$ cat src/rtl/caesar_pkg.sv
// Shared constants and state encoding for the Caesar cipher
// demo sequencer.
package caesar_pkg;

    localparam int ALPHA_LEN = 26;
    localparam int SYM_W     = 6;
    localparam int KEY_W     = 5;
    localparam int MAX_KEY   = 25;

    typedef enum logic [1:0] {
        IDLE,
        REQ,
        WAIT_ACK,
        CAPTURE
    } state_e;

endpackage

$ cat src/rtl/tick_prescaler.sv
// Free-running divider producing a one-cycle tick every
// TICK_DIV enabled clock cycles.
module tick_prescaler #(
    parameter int TICK_DIV = 50_000_000
) (
    input  logic CLOCK_50,
    input  logic rst,
    input  logic en,
    output logic tick
);

    localparam int CNT_W = (TICK_DIV > 1) ? $clog2(TICK_DIV) : 1;
    localparam logic [CNT_W-1:0] LAST = CNT_W'(TICK_DIV - 1);

    logic [CNT_W-1:0] cnt;

    always_ff @(posedge CLOCK_50 or negedge rst) begin
        if (!rst) begin
            cnt <= '0;
        end else if (en) begin
            cnt <= (cnt == LAST) ? '0 : cnt + 1'b1;
        end
    end

    assign tick = en && (cnt == LAST);

endmodule

$ cat src/rtl/caesar_sequencer.sv
// Steps symbols 0..25 through the shared shift unit over req/ack
// and registers the source/result/key values for the display.
module caesar_sequencer
    import caesar_pkg::*;
#(
    parameter int TICK_DIV    = 50_000_000,
    parameter int ACK_TIMEOUT = 15
) (
    input  logic             CLOCK_50,
    input  logic             rst,
    input  logic [KEY_W-1:0] SW,
    input  logic             ENCRYPT,
    input  logic             pause,
    output logic             shift_req,
    output logic [SYM_W-1:0] shift_sym,
    output logic [KEY_W-1:0] shift_key,
    output logic             shift_dir,
    input  logic             shift_ack,
    input  logic [SYM_W-1:0] shift_res,
    output logic [SYM_W-1:0] src_val,
    output logic [SYM_W-1:0] dst_val,
    output logic [KEY_W-1:0] key_val,
    output logic             valid,
    output logic             key_err,
    output logic             fault
);

    localparam int WAIT_W = $clog2(ACK_TIMEOUT + 1);
    localparam logic [WAIT_W-1:0] WAIT_LAST = WAIT_W'(ACK_TIMEOUT - 1);
    localparam logic [SYM_W-1:0]  SYM_LAST  = SYM_W'(ALPHA_LEN - 1);

    state_e             state;
    logic               tick;
    logic [KEY_W-1:0]   sw_s1, sw_s2;
    logic               enc_s1, enc_s2;
    logic [KEY_W-1:0]   eff_key;
    logic [KEY_W-1:0]   key_use;
    logic [SYM_W-1:0]   sym_cnt;
    logic [SYM_W-1:0]   res_q;
    logic [WAIT_W-1:0]  wait_cnt;

    tick_prescaler #(
        .TICK_DIV (TICK_DIV)
    ) u_presc (
        .CLOCK_50 (CLOCK_50),
        .rst      (rst),
        .en       (1'b1),
        .tick     (tick)
    );

    always_ff @(posedge CLOCK_50 or negedge rst) begin
        if (!rst) begin
            sw_s1   <= '0;
            sw_s2   <= '0;
            enc_s1  <= 1'b0;
            enc_s2  <= 1'b0;
            eff_key <= '0;
        end else begin
            sw_s1   <= SW;
            sw_s2   <= sw_s1;
            enc_s1  <= ENCRYPT;
            enc_s2  <= enc_s1;
            eff_key <= key_use;
        end
    end

    // An out-of-range key keeps the last legal one in force.
    assign key_err = (sw_s2 > KEY_W'(MAX_KEY));
    assign key_use = key_err ? eff_key : sw_s2;

    always_ff @(posedge CLOCK_50 or negedge rst) begin
        if (!rst) begin
            state     <= IDLE;
            shift_req <= 1'b0;
            shift_sym <= '0;
            shift_key <= '0;
            shift_dir <= 1'b1;
            src_val   <= '0;
            dst_val   <= '0;
            key_val   <= '0;
            valid     <= 1'b0;
            fault     <= 1'b0;
            sym_cnt   <= '0;
            res_q     <= '0;
            wait_cnt  <= '0;
        end else begin
            valid <= 1'b0;
            if (tick && !pause && state != IDLE) begin
                fault <= 1'b1;
            end
            unique case (state)
                IDLE: begin
                    if (tick && !pause) begin
                        shift_sym <= sym_cnt;
                        shift_key <= key_use;
                        shift_dir <= enc_s2;
                        state     <= REQ;
                    end
                end
                REQ: begin
                    shift_req <= 1'b1;
                    wait_cnt  <= '0;
                    state     <= WAIT_ACK;
                end
                WAIT_ACK: begin
                    if (shift_ack) begin
                        shift_req <= 1'b0;
                        res_q     <= shift_res;
                        state     <= CAPTURE;
                    end else if (wait_cnt == WAIT_LAST) begin
                        shift_req <= 1'b0;
                        fault     <= 1'b1;
                        state     <= IDLE;
                    end else begin
                        wait_cnt <= wait_cnt + 1'b1;
                    end
                end
                CAPTURE: begin
                    src_val <= shift_sym;
                    dst_val <= res_q;
                    key_val <= shift_key;
                    valid   <= 1'b1;
                    sym_cnt <= (sym_cnt == SYM_LAST) ? '0 : sym_cnt + 1'b1;
                    state   <= IDLE;
                end
                default: state <= IDLE;
            endcase
        end
    end

endmodule
$ cat config.mk
export PLATFORM = sky130hd
export DESIGN_NAME = caesar_sequencer
export DESIGN_NICKNAME = d
export VERILOG_FILES = /design/src/rtl/caesar_pkg.sv /design/src/rtl/tick_prescaler.sv /design/src/rtl/caesar_sequencer.sv
export SDC_FILE = /design/constraint.sdc
export NUM_CORES = 1
export LEC_CHECK = 0
export CELL_PAD_IN_SITES_DETAIL_PLACEMENT = 0
export CELL_PAD_IN_SITES_GLOBAL_PLACEMENT = 1
export CORE_MARGIN = 8
export CORE_UTILIZATION = 35
export CTS_CLUSTER_SIZE = 30
export DETAILED_ROUTE_END_ITERATION = 6
export GPL_ROUTABILITY_DRIVEN = 0
export HOLD_SLACK_MARGIN = 0.1
export MAX_ROUTING_LAYER = met4
export PLACE_DENSITY = 0.65
export SLEW_MARGIN = 40
export SYNTH_ARGS = -nofsm -noshare
export SYNTH_HDL_FRONTEND = slang
export SYNTH_SLANG_ARGS = --single-unit
$ cat constraint.sdc
create_clock -name CLOCK_50 -period 2.23 [get_ports CLOCK_50]
set_input_delay 0.5575 -clock CLOCK_50 [delete_from_list [all_inputs] [get_ports CLOCK_50]]
set_output_delay 0.5575 -clock CLOCK_50 [all_outputs]
set_load 0.05 [all_outputs]
==> results by group <==
Placement
  – Placed instance area: 4740 um2
  – # placed instances: 502
  – PortBufs: 48
  – Dpl hpwl: 5600 um

Critical path
  – Critical path type: register to output port
  – R2R depth: 6
  – Family with the most delay on the worst path: buffers and inverters
  – Worst path arrival time: 1.56 ns
  – CP Buf/Inv Count: 1
  – Critical path, cell by cell: clkdlybuf4s50_1
  – CP max stage delay: 0.82 ns
  – CP Launch Type: register
  – Crit Path Max Fanout: 3
  – Crit path depth: 1
  – Crit end category: output port
  – Worst path required time: 1.67 ns
  – CP max-delay cell: clkdlybuf4s50_1

Timing
  – Fin crit period: 2.11 ns
  – Final count of negative-setup-slack endpoints: 0
  – Unrepaired setup endpoints after global routing: no
  – Clk_skew: 0.00747 ns
  – Setup TNS: 0 ns
  – Fin. Hold Viols: 0
  – Achievable frequency: 0.473 GHz
  – Max-slew violation count: 0
  – Tcrit/Tclk final: 0.948
  – Slew @ Worst Pin: 0.522 ns
  – Worst rel slew slack: 0.650

Detailed routing
  – Via density: 4.92
  – Routed Antenna Nets: 0
  – Routed via count: 2551
  – Iteration-0 DRC count of the detailed router: 126
  – Drt first pass iters: 4
  – DRC: 0
  – Post-Route WL: 7900 um
  – DR WL/cell: 15.2 um

Global routing
  – Vias in the first global route: 2668
  – Total GRT Usage: 0.116
  – Initial antenna violation count: 0
  – Largest net degree at the start of global routing: 45
  – Aggregate global routing overflow: 0
  – First-pass GRT wire length: 13400 um

Pwr
  – Pwr dens: 916 nW/um2
  – Switching pwr: 1.39 mW
  – Leak: 2.31 nW
  – Combinational fraction of design power: 0.224
  – Switching part of the total: 0.300
  – Seq pwr share: 0.440
  – Final Total Pwr: 4.62 mW
  – Int Power: 3.23 mW
  – Maximum vdd drop: 523 uV
  – Clk network pwr share: 0.337

Yosys
  – Synth Flop Type: dfrtp_1
  – Synthesis Warnings: 0
  – Post-Syn Instances: 310
  – Area share of the largest cell type after synthesis: 0.571
  – Mapped Area: 4030 um2
  – Sequential area share after synthesis: 0.577
  – Syn_area_per_cell: 13.0 um2
  – Leading cell types by count after synthesis: dfrtp_1, mux2_2, inv_1, nand3_1, nand2_1
  – Post-Syn Nets: 335
  – Count of state elements after synthesis: 93
  – Largest area contributor in the netlist: dfrtp_1
  – Post-synth EDFFs: 0
  – Ranking of synthesized cells by area: dfrtp_1, mux2_2, ha_1
  – Post-synth ARST share: 1.00
  – Synth unique cells: 49
  – Top-count cell post-synth: dfrtp_1

Floorplan
  – # rows: 39
  – DIE AREA: 15200 um2
  – Die width: 123 um
  – Starting Density: 0.356
  – # IOs: 49
  – Y dimension of the die: 123 um
  – CORE AREA: 11300 um2

Clock network
  – Post-CTS Hold Buffers: 0
  – Clock Tree Buf Depth: 2
  – Post-CTS setup buffers: 0
  – CTS resizes: 0
  – Clock Root Buffer: clkbuf_16
  – Clk sinks: 93
  – Latest clock arrival within the worst-skew pair: 0.34 ns
  – Num CTS Buffers: 9
  – CTS tree: built
  – H-tree depth: 3
  – Clock-pin slew on the worst setup and hold paths: 0.07 ns

Layout
  – Share of cells above drive strength 1: 0.211
  – Inserted Diodes: 0
  – Nets: 395
  – Layout overhead on the synthesized area: 25.1%
  – Final cell count without fillers: 518
  – Design area: 5040 um2
  – Fill count: 1084

Job
  – Maxcap violations: 0

Hold path
  – Hold Path Class: primary input to asynchronous set/reset pin

Outcome
  – Status: complete, no violations
==> power groups by stage <==
stage	logic (mW)	clock network [mW]	registers, mW
floorplan	0.487	0	2.27
global placement	1.03	0	2.06
detailed placement	1.05	0	2.06
CTS	1.05	1.63	2.03
global route	1.13	1.68	2.06
finish	1.03	1.56	2.03
==> metal layers <==
metal	track usage	share of wire	up-vias
met5	-	0	-
met1	0.140	0.46	1261
met3	0.0411	0.060	10
met2	0.179	0.47	42
li1	-	-	1238
met4	0.0384	0.0096	0
==> flip-flops by register name, summed over array words and instances, names as in the netlist, 6 cells and up <==
name         cells
u_presc.cnt     26
sym_cnt          6
dst_val          6
res_q            6
src_val          6
shift_sym        6
==> cells by family after synthesis <==
logic type               after synthesis  synth area share
XOR/XNOR                              16            0.0347
flip-flops                            93             0.577
adder cells (fa/ha/maj)                9            0.0279
AND/OR/NAND/NOR                       79             0.139
buffers and inverters                 24            0.0273
multiplexers                          45             0.124
AO/OA/AOI/OAI                         44            0.0701
==> cell type report <==
| class | count | area, um2 | area share |
|---|---|---|---|
| inverter | 14 | 52.6 | 0.0104 |
| sequential | 93 | 2330 | 0.462 |
| tap | 143 | 179 | 0.0355 |
| clock buffer | 10 | 239 | 0.0474 |
| timing repair buffer | 59 | 581 | 0.115 |
| clock inverter | 6 | 70.1 | 0.0139 |
| multi-input combinational | 193 | 1600 | 0.316 |
==> through the flow <==
step / hold WS [ns] / util / setup slack, ns
6_report: 0.127 / 0.446 / 0.116
5_1_grt: 0.136 / 0.446 / 0.0397
4_1_cts: 0.122 / 0.446 / 0.0748
3_5_place_dp: 0.337 / 0.418 / 0.156
3_3_place_gp: 0.334 / 0.418 / 0.152
2_1_floorplan: 0.262 / - / 0.425
==> cell usage in the layout, fill, tap and decap left out, types with 6 or more instances in the layout <==
master	instances
dfrtp_1	92
clkdlybuf4s50_1	45
mux2_2	38
inv_1	14
nand3_1	14
nand2_1	12
buf_4	12
nand4_1	10
nor2_1	10
a21oi_1	10
o21ai_0	10
xor2_1	9
ha_1	9
clkbuf_16	9
xnor2_1	7
and3_1	6
mux2i_1	6
==> worst paths after layout <==
path	from	end	slack, ns
max in group asynchronous	rst	wait_cnt[3]	1.48
setup reg to reg	u_presc.cnt[0]	shift_key[4]	0.35
hold / removal	rst	dst_val[2]	0.13
min in group CLOCK_50	sw_s1[2]	sw_s2[2]	0.35
setup / recovery	shift_key[0]	shift_key[0]	0.12
hold reg to reg	sw_s1[2]	sw_s2[2]	0.35
No activity file was read; power rests on OpenSTA's default activity.
